$ cat src/rtl/pipeline_pkg.sv
// Shared pipeline definitions: DLX opcodes, fetch defaults, fetch FSM states
// and the IF/ID payload carried between fetch and decode.
package pipeline_pkg;

  localparam logic [0:5] OP_J    = 6'h02;
  localparam logic [0:5] OP_JAL  = 6'h03;
  localparam logic [0:5] OP_BEQZ = 6'h04;
  localparam logic [0:5] OP_BNEZ = 6'h05;
  localparam logic [0:5] OP_TRAP = 6'h11;

  localparam logic [0:31] NOP_INSTR_DEFAULT = 32'h0000_0000;
  localparam logic [0:31] RESET_PC_DEFAULT  = 32'h0000_0000;

  typedef enum logic {
    StRun,
    StHalt
  } fetch_state_e;

  typedef struct packed {
    logic [0:31] instr;
    logic [0:31] pc4;
    logic        valid;
  } if_id_t;

endpackage

$ cat src/rtl/if_fetch_stage_if.sv
// Fetch-stage bus: instruction-memory port, decode/EX control and IF/ID outputs.
// Perf counter signals exist only when IF_PERF_CNT_EN is defined.
interface if_fetch_stage_if;
  logic [0:31] imem_addr;
  logic [0:31] imem_data;
  logic        stall_id;
  logic        redirect_valid;
  logic [0:31] redirect_target;
  logic [0:31] if_id_instr;
  logic [0:31] if_id_pc4;
  logic        if_id_valid;
  logic        fetch_halted;
`ifdef IF_PERF_CNT_EN
  logic [31:0] perf_fetched;
  logic [31:0] perf_stall;
  logic [31:0] perf_flush;
`endif

  modport master (
    output imem_addr,
    input  imem_data,
    input  stall_id,
    input  redirect_valid,
    input  redirect_target,
    output if_id_instr,
    output if_id_pc4,
    output if_id_valid,
`ifdef IF_PERF_CNT_EN
    output perf_fetched,
    output perf_stall,
    output perf_flush,
`endif
    output fetch_halted
  );

  modport slave (
    input  imem_addr,
    output imem_data,
    output stall_id,
    output redirect_valid,
    output redirect_target,
    input  if_id_instr,
    input  if_id_pc4,
    input  if_id_valid,
`ifdef IF_PERF_CNT_EN
    input  perf_fetched,
    input  perf_stall,
    input  perf_flush,
`endif
    input  fetch_halted
  );
endinterface

$ cat src/rtl/if_id_reg.sv
// Holdable/flushable IF/ID pipeline register; flush beats hold, reset and
// flush both load a bubble.
module if_id_reg
  import pipeline_pkg::*;
#(
  parameter logic [0:31] NOP_INSTR = NOP_INSTR_DEFAULT
) (
  input  logic   clk,
  input  logic   reset,
  input  logic   flush_i,
  input  logic   hold_i,
  input  if_id_t d_i,
  output if_id_t q_o
);

  localparam if_id_t Bubble = '{instr: NOP_INSTR, pc4: 32'h0, valid: 1'b0};

  if_id_t q_q, q_d;

  always_comb begin
    q_d = q_q;
    if (flush_i) begin
      q_d = Bubble;
    end else if (!hold_i) begin
      q_d = d_i;
    end
  end

  always_ff @(posedge clk or negedge reset) begin
    if (!reset) begin
      q_q <= Bubble;
    end else begin
      q_q <= q_d;
    end
  end

  assign q_o = q_q;

endmodule

$ cat src/rtl/if_fetch_stage.sv
// Instruction-fetch stage: owns the PC, handles stalls, EX redirects and
// halting after a trap. Optional perf counters under IF_PERF_CNT_EN.
module if_fetch_stage
  import pipeline_pkg::*;
#(
  parameter logic [0:31] RESET_PC    = RESET_PC_DEFAULT,
  parameter logic [0:31] NOP_INSTR   = NOP_INSTR_DEFAULT,
  parameter logic [0:5]  TRAP_OPCODE = OP_TRAP
) (
  input logic               clk,
  input logic               reset,
  if_fetch_stage_if.master  bus
);

  fetch_state_e state_q, state_d;
  logic [0:31]  pc_q, pc_d;
  logic [0:31]  fetch_addr;
  logic [0:31]  pc_plus4;
  logic         is_trap;
  logic         load_valid;
  if_id_t       if_id_d, if_id_q;

  assign fetch_addr = pc_q & ~32'h3;
  assign pc_plus4   = fetch_addr + 32'd4;
  assign is_trap    = (bus.imem_data[0:5] == TRAP_OPCODE);
  assign load_valid = !bus.redirect_valid && !bus.stall_id && (state_q == StRun);

  // Flush/hold priority lives in if_id_reg; this only picks the payload.
  always_comb begin
    state_d = state_q;
    pc_d    = pc_q;
    if_id_d = if_id_q;
    if (bus.redirect_valid) begin
      pc_d    = bus.redirect_target & ~32'h3;
      state_d = StRun;
    end else if (!bus.stall_id) begin
      unique case (state_q)
        StRun: begin
          if_id_d = '{instr: bus.imem_data, pc4: pc_plus4, valid: 1'b1};
          if (is_trap) begin
            state_d = StHalt;
          end else begin
            pc_d = pc_plus4;
          end
        end
        StHalt: begin
          if_id_d = '{instr: NOP_INSTR, pc4: if_id_q.pc4, valid: 1'b0};
        end
        default: ;
      endcase
    end
  end

  always_ff @(posedge clk or negedge reset) begin
    if (!reset) begin
      state_q <= StRun;
      pc_q    <= RESET_PC & ~32'h3;
    end else begin
      state_q <= state_d;
      pc_q    <= pc_d;
    end
  end

  if_id_reg #(
    .NOP_INSTR (NOP_INSTR)
  ) u_if_id_reg (
    .clk     (clk),
    .reset   (reset),
    .flush_i (bus.redirect_valid),
    .hold_i  (bus.stall_id),
    .d_i     (if_id_d),
    .q_o     (if_id_q)
  );

  assign bus.imem_addr    = fetch_addr;
  assign bus.if_id_instr  = if_id_q.instr;
  assign bus.if_id_pc4    = if_id_q.pc4;
  assign bus.if_id_valid  = if_id_q.valid;
  assign bus.fetch_halted = (state_q == StHalt);

`ifdef IF_PERF_CNT_EN
  logic [31:0] perf_fetched_q, perf_fetched_d;
  logic [31:0] perf_stall_q, perf_stall_d;
  logic [31:0] perf_flush_q, perf_flush_d;

  // Counters saturate rather than wrap.
  always_comb begin
    perf_fetched_d = perf_fetched_q;
    perf_stall_d   = perf_stall_q;
    perf_flush_d   = perf_flush_q;
    if (load_valid && (perf_fetched_q != 32'hFFFF_FFFF)) begin
      perf_fetched_d = perf_fetched_q + 32'd1;
    end
    if (bus.stall_id && !bus.redirect_valid && (perf_stall_q != 32'hFFFF_FFFF)) begin
      perf_stall_d = perf_stall_q + 32'd1;
    end
    if (bus.redirect_valid && (perf_flush_q != 32'hFFFF_FFFF)) begin
      perf_flush_d = perf_flush_q + 32'd1;
    end
  end

  always_ff @(posedge clk or negedge reset) begin
    if (!reset) begin
      perf_fetched_q <= 32'h0;
      perf_stall_q   <= 32'h0;
      perf_flush_q   <= 32'h0;
    end else begin
      perf_fetched_q <= perf_fetched_d;
      perf_stall_q   <= perf_stall_d;
      perf_flush_q   <= perf_flush_d;
    end
  end

  assign bus.perf_fetched = perf_fetched_q;
  assign bus.perf_stall   = perf_stall_q;
  assign bus.perf_flush   = perf_flush_q;
`else
  logic unused_load_valid;
  assign unused_load_valid = load_valid;
`endif

endmodule

$ cat src/flat_wrapper.sv
// flat-port wrapper written by rule: the top's interface ports become plain ports
module if_fetch_stage_flat import pipeline_pkg::*;
#(
  parameter logic [0:31] RESET_PC    = RESET_PC_DEFAULT,
  parameter logic [0:31] NOP_INSTR   = NOP_INSTR_DEFAULT,
  parameter logic [0:5]  TRAP_OPCODE = OP_TRAP
)
  (clk, reset, bus_imem_addr, bus_imem_data, bus_stall_id, bus_redirect_valid, bus_redirect_target, bus_if_id_instr, bus_if_id_pc4, bus_if_id_valid, bus_fetch_halted);
  if_fetch_stage_if bus_i ();
  input logic clk;
  input logic reset;
  output wire logic [$bits(bus_i.imem_addr)-1:0] bus_imem_addr;
  input wire logic [$bits(bus_i.imem_data)-1:0] bus_imem_data;
  input wire logic [$bits(bus_i.stall_id)-1:0] bus_stall_id;
  input wire logic [$bits(bus_i.redirect_valid)-1:0] bus_redirect_valid;
  input wire logic [$bits(bus_i.redirect_target)-1:0] bus_redirect_target;
  output wire logic [$bits(bus_i.if_id_instr)-1:0] bus_if_id_instr;
  output wire logic [$bits(bus_i.if_id_pc4)-1:0] bus_if_id_pc4;
  output wire logic [$bits(bus_i.if_id_valid)-1:0] bus_if_id_valid;
  output wire logic [$bits(bus_i.fetch_halted)-1:0] bus_fetch_halted;
  assign bus_imem_addr = bus_i.imem_addr;
  assign bus_i.imem_data = bus_imem_data;
  assign bus_i.stall_id = bus_stall_id;
  assign bus_i.redirect_valid = bus_redirect_valid;
  assign bus_i.redirect_target = bus_redirect_target;
  assign bus_if_id_instr = bus_i.if_id_instr;
  assign bus_if_id_pc4 = bus_i.if_id_pc4;
  assign bus_if_id_valid = bus_i.if_id_valid;
  assign bus_fetch_halted = bus_i.fetch_halted;
  if_fetch_stage #(.RESET_PC(RESET_PC), .NOP_INSTR(NOP_INSTR), .TRAP_OPCODE(TRAP_OPCODE)) u_core (.clk(clk), .reset(reset), .bus(bus_i));
endmodule
$ cat config.mk
export PLATFORM = sky130hd
export DESIGN_NAME = if_fetch_stage_flat
export DESIGN_NICKNAME = d
export VERILOG_FILES = /design/src/rtl/pipeline_pkg.sv /design/src/rtl/if_fetch_stage_if.sv /design/src/rtl/if_id_reg.sv /design/src/rtl/if_fetch_stage.sv /design/src/flat_wrapper.sv
export SDC_FILE = /design/constraint.sdc
export NUM_CORES = 1
export LEC_CHECK = 0
export CORE_MARGIN = 1
export CORE_UTILIZATION = 49
export DETAILED_ROUTE_END_ITERATION = 16
export PLACE_DENSITY = 0.86
export SLEW_MARGIN = 0
export SYNTH_ARGS = -nofsm -noshare
export SYNTH_HDL_FRONTEND = slang
export SYNTH_SLANG_ARGS = --single-unit
$ cat constraint.sdc
create_clock -name clk -period 5.4 [get_ports clk]
set_input_delay 1.08 -clock clk [delete_from_list [all_inputs] [get_ports clk]]
set_output_delay 1.08 -clock clk [all_outputs]
set_load 0.02 [all_outputs]
[After elaboration in Yosys (flattened, before gate mapping)]
Index checks and enable logic that the tools add are counted.
Storage, ports and cells
  bits in read-only memories: 0
  latch bits: 0
  word-level logic and storage cells: 24
  memories kept: 0
  output and inout port bits: 98
  bits in writable memories: 0
  flip-flop bits (word level): 98
  input bits: 68
Operators by class
  eq/ne operators: 4
  bitwise gates (word level): 1
  div/mod/pow operators: 0
  shift operators: 0
  $lt $le $gt $ge: 0
  reduce and logical (&&, ||, !) cells: 2
  $mul: 0
  multiplexer cells: 11
  add/sub/neg operators: 1
Operators by type and width (number)
  2-to-1 mux 65 bit: 2
  one-hot mux 65 bit (2 select lines): 1
  2-to-1 mux 32 bit: 4
  adder 32 x 3 -> 32 bit (second input constant): 1
  equality test 6 x 5 -> 1 bit (second input constant): 1
  2-to-1 mux 1 bit: 4
  inequality test 2 bit (second input constant): 2
  AND reduction 3 bit: 1
  inequality test 2 x 1 -> 1 bit (second input constant): 1
  AND reduction 2 bit: 1
  inverter 1 bit: 1

[Depth between registers and ports, before layout]
  word-level depth: 5
  mapped depth: 8
  depth with buffers taken out: 5

[By module]
A second synthesis with hierarchy kept.
Unflattened totals
  cell total of the unflattened synthesis: 655
  area total of the unflattened synthesis: 5736.8 um^2
Modules (own cells, without submodules)
  if_fetch_stage: times used 1, seq. area each 775.7 um^2, cells an instance 446, area an instance 3069.2 um^2
  if_id_reg: times used 1, seq. area each 1626.6 um^2, cells an instance 209, area an instance 2667.6 um^2

[Worst setup path after synthesis]
OpenSTA, ideal clock, no wires.
  path kind: input to register
  from: in bus_imem_data[29]
  to: reg u_core.pc_q[24] in the netlist's numbering
  buffers on the path: 2
  data arrival time: 2669 ps
  slack: 2649 ps
  required time: 5318 ps
  setup time: 82 ps
  stages on the path: 6
  cell sequence: or4b_2 > o21ai_1 > buf_2 > buf_2 > o21ai_0 > a31oi_1
On the way
  cells in the longest elaborated chain, start to end: 3
RTL lines
  start: declaration: line flat_wrapper.sv:13  | input wire logic [$bits(bus_i.imem_data)-1:0] bus_imem_data;
  equality test 6 x 5 -> 1 bit: line if_fetch_stage.sv:25  | assign is_trap = (bus.imem_data[0:5] == TRAP_OPCODE);
  inequality test 2 bit (no line)
  AND reduction 3 bit (no line)
  end signal: assignment: line if_fetch_stage.sv:57  | pc_q <= RESET_PC & ~32'h3;
  end signal: assignment: line if_fetch_stage.sv:60  | pc_q <= pc_d;
  end: declaration: line if_fetch_stage.sv:16  | logic [0:31] pc_q, pc_d;
No other way between the ends.
A chain may end at the register's enable or synchronous reset.

[Final worst setup path]
  from: in bus_stall_id
  to: reg u_core.pc_q[1] in the netlist's numbering
On the way
  cells in the longest elaborated chain, start to end: 2
RTL lines
  start: declaration: line flat_wrapper.sv:14  | input wire logic [$bits(bus_i.stall_id)-1:0] bus_stall_id;
  inequality test 2 x 1 -> 1 bit (no line)
  AND reduction 3 bit (no line)
No other way between the ends.

==> reports/metrics.csv <==
metric;value;unit
status;finished clean;
largest net degree at the start of global routing;69;
FMAX;319;MHz
Worst EP required;5690;ps
core area;0.00933;mm^2
hold_ws;491;ps
share of layout cells above drive strength 1;0.0556;
routed length per placed instance;18.5;um
final setup margin;2270;ps
vias in the first global route;4370;
DIE WIDTH;100;um
drt pass-1 iters;7;
final worst-path cycle share;0.580;
WHS Path Cells;1;
# setup viols final;0;
Synth Warn #;0;
Peak VDD IR;154;uV
initial antenna violation count;0;
nets@finish;675;
antenna cells;0;
Initial Util;0.509;
Post-CTS Resized;0;
register-to-register setup slack;2510;ps
first-pass GRT wire length;21.6;mm
Crit path arrival time;3420;ps
total grt overflow;0;
Netlist cell types;52;
Synth area leaders;dfrtp_1, a22o_1, a31oi_1, o21ai_0, or4_1;
total CTS buffers;9;
cts hold-fix bufs;0;
placer congestion estimate;0.842;
worst min-delay path class;flip-flop to flip-flop;
pre-CTS setup slack;1970;ps
fraction of registers with async set/reset;1.00;
PwrDens;264;mW/mm^2
Worst setup SP type;primary input;
dpl cells;724;
Final Hold Viols;0;
clock skew;11.6;ps
clock-pin slew on the worst setup and hold paths;100;ps
vias per cell;6.05;
Top FF cell, synth;dfrtp_1;
Mapped Cells;474;
RSZ-0062 raised after global routing;no;
die height;100;um
commonest non-fill, non-tap cell in the layout;clkdlybuf4s50_1;
min Tclk post-route;3130;ps
DP HPWL;9.42;mm
port buffer count;159;
# fillers;711;
root buffer cell;clkbuf_8;
Slew @ Worst Pin;1300;ps
Slew HR;0.132;
number of synthesized flops with an enable pin;0;
die area;0.0101;mm^2
Synth top area share;0.495;
number of max-cap violations;0;
most frequent cells in the layout;clkdlybuf4s50_1, dfrtp_1, o21ai_0;
Tot Pwr;1.74;mW
Yosys reg bits;94;
final non-filler cell total;740;
H-tree level count;3;
via count;4479;
max-slew violation count;0;
FF-to-FF path depth;5;
post-route ant nets;0;
CP max FO;14;
Seq/Total Area, Yosys;0.495;
most area-hungry cell type in the Yosys netlist;dfrtp_1;
CTS tree;yes;
clock tree buffer depth;2;
TNS Setup;0;ps
Starting DRT DRC Count;303;
Routed WL;13.7;mm
Leak;2.54;nW
Mapped Area;0.00475;mm^2
I/O pins;166;
clk sinks;94;
Post CTS Setup Buffer Count;0;
Rows;35;
syn avg cell area;10.0;um^2
Setup CP Type;primary input to flip-flop;
Tot GR Track Use;0.272;
Clock Latency Late Sink;370;ps
CP endpoint kind;flip-flop;
synth-to-layout area growth;38.4;%
DRC errors left;0;
==> state kept, by name, indices dropped and copies added (netlist names) <==
signal / count
u_core.u_if_id_reg.q_o: 63
u_core.pc_q: 30
u_core.bus.fetch_halted: 1
==> synth_stat cells (6+ instances only) <==
cell type  count
dfrtp_1       94
o21ai_0       35
nor2_1        33
a22o_1        32
a31oi_1       32
clkbuf_1      32
or4_1         23
nand2_1       20
o31ai_1       17
nand4_1       16
a211oi_1      13
nand3_1       11
a21oi_1       10
or3_1         10
xnor2_1       10
and4_1         6
buf_2          6
o41ai_1        6
xor2_1         6
==> through the flow <==
step	area [um^2]	utilization
final	6570	0.705
after floorplan	4760	-
after global placement	6360	0.682
after global routing	6570	0.705
after detailed placement	6360	0.682
after CTS	6570	0.705
==> layout make-up <==
class                           count  area [um^2]  area share
Sequential cell                    94         2350       0.358
Multi-Input combinational cell    331         2190       0.334
Timing Repair Buffer              165         1630       0.249
Tap cell                          129          161      0.0246
Clock buffer                       10          138      0.0209
Clock inverter                      6         76.3      0.0116
Inverter                            5         18.8     0.00286
==> routing by layer <==
layer  vias to the layer above  part of all wire  GRT usage
met5                         -                 0          0
met4                         0             0.021     0.0858
met3                        26             0.059     0.0437
met2                       172              0.50      0.460
met1                      2192              0.42      0.361
li1                       2089                 -          -
==> where the power goes <==
group | internal (mW) | total [mW] | leakage [nW] | switching (mW)
Clock | 0.235 | 0.509 | 0.103 | 0.274
Sequential | 0.757 | 0.822 | 1.19 | 0.0650
Combinational | 0.193 | 0.405 | 1.25 | 0.212
==> worst max-delay path, stage by stage <==
cell             delay, ps
clkdlybuf4s50_1        480
or2_2                  450
a2111oi_0              770
or4bb_1                460
a31oi_1                180
==> path summary, 6_finish.rpt <==
kind                                           start                   endpoint
min in group asynchronous                      reset            u_core.pc_q[13]
hold / removal             u_core.u_if_id_reg.q_o[0]  u_core.u_if_id_reg.q_o[0]
setup / recovery                        bus_stall_id             u_core.pc_q[1]
setup reg to reg                     u_core.pc_q[29]             u_core.pc_q[1]
max in group asynchronous                      reset  u_core.u_if_id_reg.q_o[6]
hold reg to reg            u_core.u_if_id_reg.q_o[0]  u_core.u_if_id_reg.q_o[0]
==> logic make-up (layout without fill, tap and decap cells) <==
| kind of cell | after synthesis | in the layout | share of synthesized area |
|---|---|---|---|
| AOI/OAI and AO/OA | 161 | 161 | 0.234 |
| xor gates and xnor gates | 16 | 16 | 0.0295 |
| adders and majority gates | 1 | 1 | 0.00263 |
| buffers and inverters | 52 | 186 | 0.0490 |
| DFF | 94 | 94 | 0.495 |
| muxes | 1 | 1 | 0.00211 |
| other | 1 | 4 | 0.000790 |
| and+or+nand+nor | 148 | 148 | 0.186 |
(Power assumes the default switching activity.)
